**src/rtl/idli_io_bank_m.sv**
```systemverilog
// rtl/idli_io_bank_m.sv - nibble-serial I/O register bank
//
// NUM_REGS registers of REG_NIBBLES nibbles each. A register is read or
// written one nibble per cycle over a shared 4-bit bus in fixed-length
// transfers of REG_NIBBLES beats. Beat 0 is the start cycle and nibble 0
// (least significant) goes first.
//
// Optional feature macro: IDLI_IO_BANK_PINS_EN adds o_io_pins, a shadow copy
// of every register that only updates once a write transfer has completed.
//
// Ports:
//   i_io_gck    clock, rising edge
//   i_io_rst_n  asynchronous active-low reset
//   i_io_start  begin a transfer (sampled only in IDLE)
//   i_io_sel    register index (sampled with i_io_start)
//   i_io_wr     1 = write, 0 = read (sampled with i_io_start)
//   i_io_data   write nibble for the current beat
//   o_io_data   read nibble for the current beat, 0 otherwise
//   o_io_busy   high while in XFER
//   o_io_done   high on the last beat of a transfer
//   o_io_pins   (IDLI_IO_BANK_PINS_EN only) shadow copy of all registers
module idli_io_bank_m #(
  parameter int NUM_REGS    = 4,
  parameter int REG_NIBBLES = 4,
  localparam int SW = $clog2(NUM_REGS),
  localparam int CW = $clog2(REG_NIBBLES)
) (
  input  logic          i_io_gck,
  input  logic          i_io_rst_n,
  input  logic          i_io_start,
  input  logic [SW-1:0] i_io_sel,
  input  logic          i_io_wr,
  input  logic [3:0]    i_io_data,
  output logic [3:0]    o_io_data,
  output logic          o_io_busy,
  output logic          o_io_done
`ifdef IDLI_IO_BANK_PINS_EN
  ,
  output logic [NUM_REGS*REG_NIBBLES*4-1:0] o_io_pins
`endif
);

  localparam int RW = REG_NIBBLES * 4;
  localparam logic [CW-1:0] LAST = CW'(REG_NIBBLES - 1);
  localparam logic [SW:0]   NREG = (SW + 1)'(NUM_REGS);

  typedef enum logic {IDLE, XFER} state_e;

  state_e          state_q, state_d;
  logic [CW-1:0]   beat_q, beat_d;
  logic [SW-1:0]   sel_q, sel_d;
  logic            wr_q, wr_d;
  logic [RW-1:0]   regs_q [NUM_REGS];
  logic [RW-1:0]   regs_d [NUM_REGS];

  // Beat context: live inputs on beat 0, latched copies afterwards.
  logic            active;
  logic [CW-1:0]   cur_beat;
  logic [SW-1:0]   cur_sel;
  logic            cur_wr;
  logic            in_range;
  logic [CW+1:0]   bit_ofs;

  always_ff @(posedge i_io_gck or negedge i_io_rst_n) begin
    if (!i_io_rst_n) begin
      state_q <= IDLE;
      beat_q  <= '0;
      sel_q   <= '0;
      wr_q    <= 1'b0;
      regs_q  <= '{default: '0};
    end else begin
      state_q <= state_d;
      beat_q  <= beat_d;
      sel_q   <= sel_d;
      wr_q    <= wr_d;
      regs_q  <= regs_d;
    end
  end

  always_comb begin
    state_d   = state_q;
    beat_d    = beat_q;
    sel_d     = sel_q;
    wr_d      = wr_q;
    regs_d    = regs_q;
    active    = 1'b0;
    cur_beat  = '0;
    cur_sel   = i_io_sel;
    cur_wr    = i_io_wr;
    o_io_data = 4'h0;

    case (state_q)
      IDLE: begin
        if (i_io_start) begin
          active  = 1'b1;
          state_d = XFER;
          beat_d  = CW'(1);
          sel_d   = i_io_sel;
          wr_d    = i_io_wr;
        end
      end
      XFER: begin
        active   = 1'b1;
        cur_beat = beat_q;
        cur_sel  = sel_q;
        cur_wr   = wr_q;
        if (beat_q == LAST) begin
          state_d = IDLE;
          beat_d  = '0;
        end else begin
          beat_d = beat_q + 1'b1;
        end
      end
      default: state_d = IDLE;
    endcase

    // Out-of-range selects still run the full transfer but touch nothing.
    in_range = ({1'b0, cur_sel} < NREG);
    bit_ofs  = {cur_beat, 2'b00};

    if (active && in_range) begin
      if (cur_wr) begin
        regs_d[cur_sel][bit_ofs +: 4] = i_io_data;
      end else begin
        o_io_data = regs_q[cur_sel][bit_ofs +: 4];
      end
    end
  end

  assign o_io_busy = (state_q == XFER);
  assign o_io_done = (state_q == XFER) && (beat_q == LAST);

`ifdef IDLI_IO_BANK_PINS_EN
  logic [RW-1:0] shadow_q [NUM_REGS];

  // Capture the completed value at the done edge so the pins never show a
  // half-written register; visible from the cycle after done.
  always_ff @(posedge i_io_gck or negedge i_io_rst_n) begin
    if (!i_io_rst_n) begin
      shadow_q <= '{default: '0};
    end else if (o_io_done && wr_q && in_range) begin
      shadow_q[sel_q] <= regs_d[sel_q];
    end
  end

  for (genvar r = 0; r < NUM_REGS; r++) begin : g_pins
    assign o_io_pins[r*RW +: RW] = shadow_q[r];
  end
`endif

endmodule

```
**config.mk**
```make
export PLATFORM = sky130hd
export DESIGN_NAME = idli_io_bank_m
export DESIGN_NICKNAME = d
export VERILOG_FILES = /design/src/rtl/idli_io_bank_m.sv
export SDC_FILE = /design/constraint.sdc
export NUM_CORES = 1
export LEC_CHECK = 0
export CORE_UTILIZATION = 57
export CTS_CLUSTER_SIZE = 8
export DETAILED_ROUTE_END_ITERATION = 12
export GPL_ROUTABILITY_DRIVEN = 1
export GPL_TIMING_DRIVEN = 0
export HOLD_SLACK_MARGIN = 0.06
export PLACE_DENSITY_LB_ADDON = 0.05
export SLEW_MARGIN = 40
export SYNTH_ARGS = -nofsm -noshare
export SYNTH_HDL_FRONTEND = slang
export SYNTH_SLANG_ARGS = --single-unit
```
**constraint.sdc**
```tcl
create_clock -name i_io_gck -period 7.2 [get_ports i_io_gck]
set_clock_uncertainty 0.15 [all_clocks]
set_input_delay 2.16 -clock i_io_gck [delete_from_list [all_inputs] [get_ports i_io_gck]]
set_output_delay 2.16 -clock i_io_gck [all_outputs]
set_load 0.01 [all_outputs]
```
==> metrics.md, run 1 <==
| Metric | Value |
|---|---|
| Syn nets | 292 |
| Post-CTS Hold Fix Bufs | 0 |
| CP Class | in2out |
| Minimum clock period | 7120 ps |
| Largest net degree at the start of global routing | 37 |
| YS warnings | 0 |
| Max Root-Sink Buffers | 2 |
| FF+latch count, synth | 70 |
| Final non-filler cell area | 3970 µm² |
| Critical R2R Launch | o_io_busy$_DFF_PN0_ |
| Worst min path class | reg2reg |
| Crit share post-route | 98.8% |
| Worst slew margin | 63.9% |
| Post-synthesis sequential area ratio | 49.6% |
| Final setup viols | 0 |
| Max Freq | 141 MHz |
| Top cells by count, synth | dfrtp_1, mux2_2, and2_1, o22ai_1, nand2_1 |
| Data arrival time of the worst path | 4810 ps |
| Ys flop type | dfrtp_1 |
| CTS Buf Count | 9 |
| CTS tree | done |
| Iter 0 DRT Violations | 118 |
| Largest cells by area after synthesis | dfrtp_1, mux2_2, mux2i_1 |
| Ys async rst share | 100% |
| Placed Area | 3800 µm² |
| Unrepaired setup endpoints after global routing | no |
| Number of vias per cell | 6.17 |
| Outcome | finished, final reports clean |
| Setup bufs post-CTS | 0 |
| FILL cells | 495 |
| EDFF count, synth | 0 |
| CTS sink count | 70 |
| Die width | 80.7 µm |
| I/O Pins | 16 |
| ANT cells | 0 |
| Fin worst setup slack | 84.7 ps |
| Mapped cell area | 3530 µm² |
| Die Y | 80.7 µm |
| Count leader, synth | dfrtp_1 |
| Post-Route WL | 7530 µm |
| Clock root buffer | clkbuf_8 |
| Max-slew violations | 0 |
| Detailed Routing Iterations Pass 1 | 7 |
| Full die area | 6520 µm² |
| Yosys top cell area share | 49.6% |
| Number of port buffers | 15 |
| Total global-route track usage | 25.9% |
| Tightest Pin Transition | 531 ps |
| Largest fanout on the critical path | 9 |
| First-pass GRT wire length | 12000 µm |
| PostCTS Resize Cnt | 0 |
| Dpl hpwl | 5350 µm |
| Vias in the first global route | 2350 |
| Final GP Congestion | 0.805 |
| Cells after Synth | 278 |
| Via count | 2362 |
| PwrDens | 402 nW/µm² |
| Fraction of layout cells with a size suffix above 1 | 32.1% |
| Final Hold Vio Count | 0 |
| Initial Util | 59.3% |
| Drt drc | 0 |
| CP Capture Type | primary output |
| P&R area growth vs syn | 12.4% |
| Core Area | 5960 µm² |
| Initial antenna violation count | 0 |
| Leak | 1.92 nW |
| Hold Path Origin | regs_q[52]$_DFFE_PN0P_ |
| Max-Cap Viols | 0 |
| Global route overflow | 0 |
| Crit path required time | 4890 ps |
| Worst setup SP type | primary input |
| H-tree Lvls | 3 |
| ANT nets after route | 0 |
| Synth cell types | 34 |
| Largest area contributor in the netlist | dfrtp_1 |
| Clock Latency Late Sink | 340 ps |
| Clock Pin Slew Worst Setup and Hold Paths | 60 ps |
| Critical path launch point | i_io_sel[0] |
| Final hold slack | 357 ps |
| Peak VDD IR | 0.267 mV |
| Avg WL per Cell | 19.7 µm |
| Setup TNS | 0 ps |
| Dpl ws | 108 ps |
| Final #Nets | 319 |
| Syn_area_per_cell | 12.7 µm² |
| Standard-cell rows | 28 |
[flip-flops by register name (all words and copies together) (netlist names)]
signal     count
o_io_busy      1
wr_q           1
sel_q          2
beat_q         2
regs_q        64
[layer usage]
layer	track usage, %	wire [µm]	part of all wire, %
met2	42.1	3650	48
met3	4.55	286	3.8
met1	34.1	3460	46
met4	10.9	134	1.8
met5	0	0	0
[worst paths after layout]
path                                           to  slack (ps)  cells after the start
max reg2reg                regs_q[59]$_DFFE_PN0P_        4730                      8
min reg2reg                regs_q[52]$_DFFE_PN0P_         360                      1
min in group asynchronous  regs_q[32]$_DFFE_PN0P_        1550                      1
max                                  o_io_data[0]          80                      7
max in group asynchronous  regs_q[57]$_DFFE_PN0P_        4860                      2
min                        regs_q[52]$_DFFE_PN0P_         360                      1
[layout by cell type, fill, tap and decap left out, types with 2 or more instances in the layout]
cell type,synthesis,layout
o22ai_1,17,17
nor2_1,4,4
inv_1,4,4
and2_1,17,17
mux2_2,66,66
nand2_1,16,16
and3_1,7,7
clkbuf_8,0,12
or3b_1,2,2
and4b_1,3,3
nor2_2,2,2
mux2i_1,14,14
nand3b_1,3,3
or3_1,3,3
mux2i_4,2,2
dfrtp_1,70,70
buf_2,3,3
o21ai_0,14,14
buf_6,4,5
ha_1,4,4
o31a_1,2,2
clkdlybuf4s50_1,0,14
and2b_1,2,2
mux4_2,3,3
nand2b_1,4,4
nor3_1,2,2
[power breakdown]
part / internal [W] / switching, W
Sequential: 0.000511 / 0.0000783
Clock: 0.000149 / 0.000135
Combinational: 0.000352 / 0.000372
Total: 0.00101 / 0.000585
[cells by family (layout without fill, tap and decap cells)]
group / Yosys count / count (layout) / share of synthesized area [%]
fa+ha+maj: 4 / 4 / 1.42
simple gates: 70 / 70 / 11.9
mux: 85 / 85 / 28.2
compound gates: 38 / 38 / 6.80
buf+inv: 11 / 41 / 2.13
flops: 70 / 70 / 49.6
[cell type report]
| cell class | count | area, µm² | area share [%] |
|---|---|---|---|
| buffer | 7 | 60.1 | 1.51 |
| clock buffer | 13 | 169 | 4.25 |
| clock inverter | 1 | 5.00 | 0.126 |
| inverter | 4 | 15.0 | 0.378 |
| multi-input combinational | 197 | 1710 | 42.9 |
| sequential | 70 | 1750 | 44.1 |
| tap | 75 | 93.8 | 2.36 |
| timing repair buffer | 16 | 171 | 4.32 |
[through the flow]
stage / utilization (%) / instances / power, W
floorplan: - / 278 / 0.00108
global route: 66.7 / 383 / 0.00169
detailed placement: 63.8 / 369 / 0.00131
CTS: 66.7 / 383 / 0.00159
global placement: 63.4 / 368 / 0.00129
finish: 66.7 / 383 / 0.00160
[critical path, cell delays in order]
cell             delay (ps)
clkdlybuf4s50_1         560
mux2i_4                 510
mux4_2                  420
or3_1                   320
o21ai_0                 140
and4b_1                 230
clkdlybuf4s50_1         470
No activity file was read; power rests on OpenSTA's default activity.
==> inputs of run 2 (changes only) <==
- CAP_MARGIN: default -> 20
==> results of run 2 <==
Final layout, timing and power as in run 1 (identical DEF).
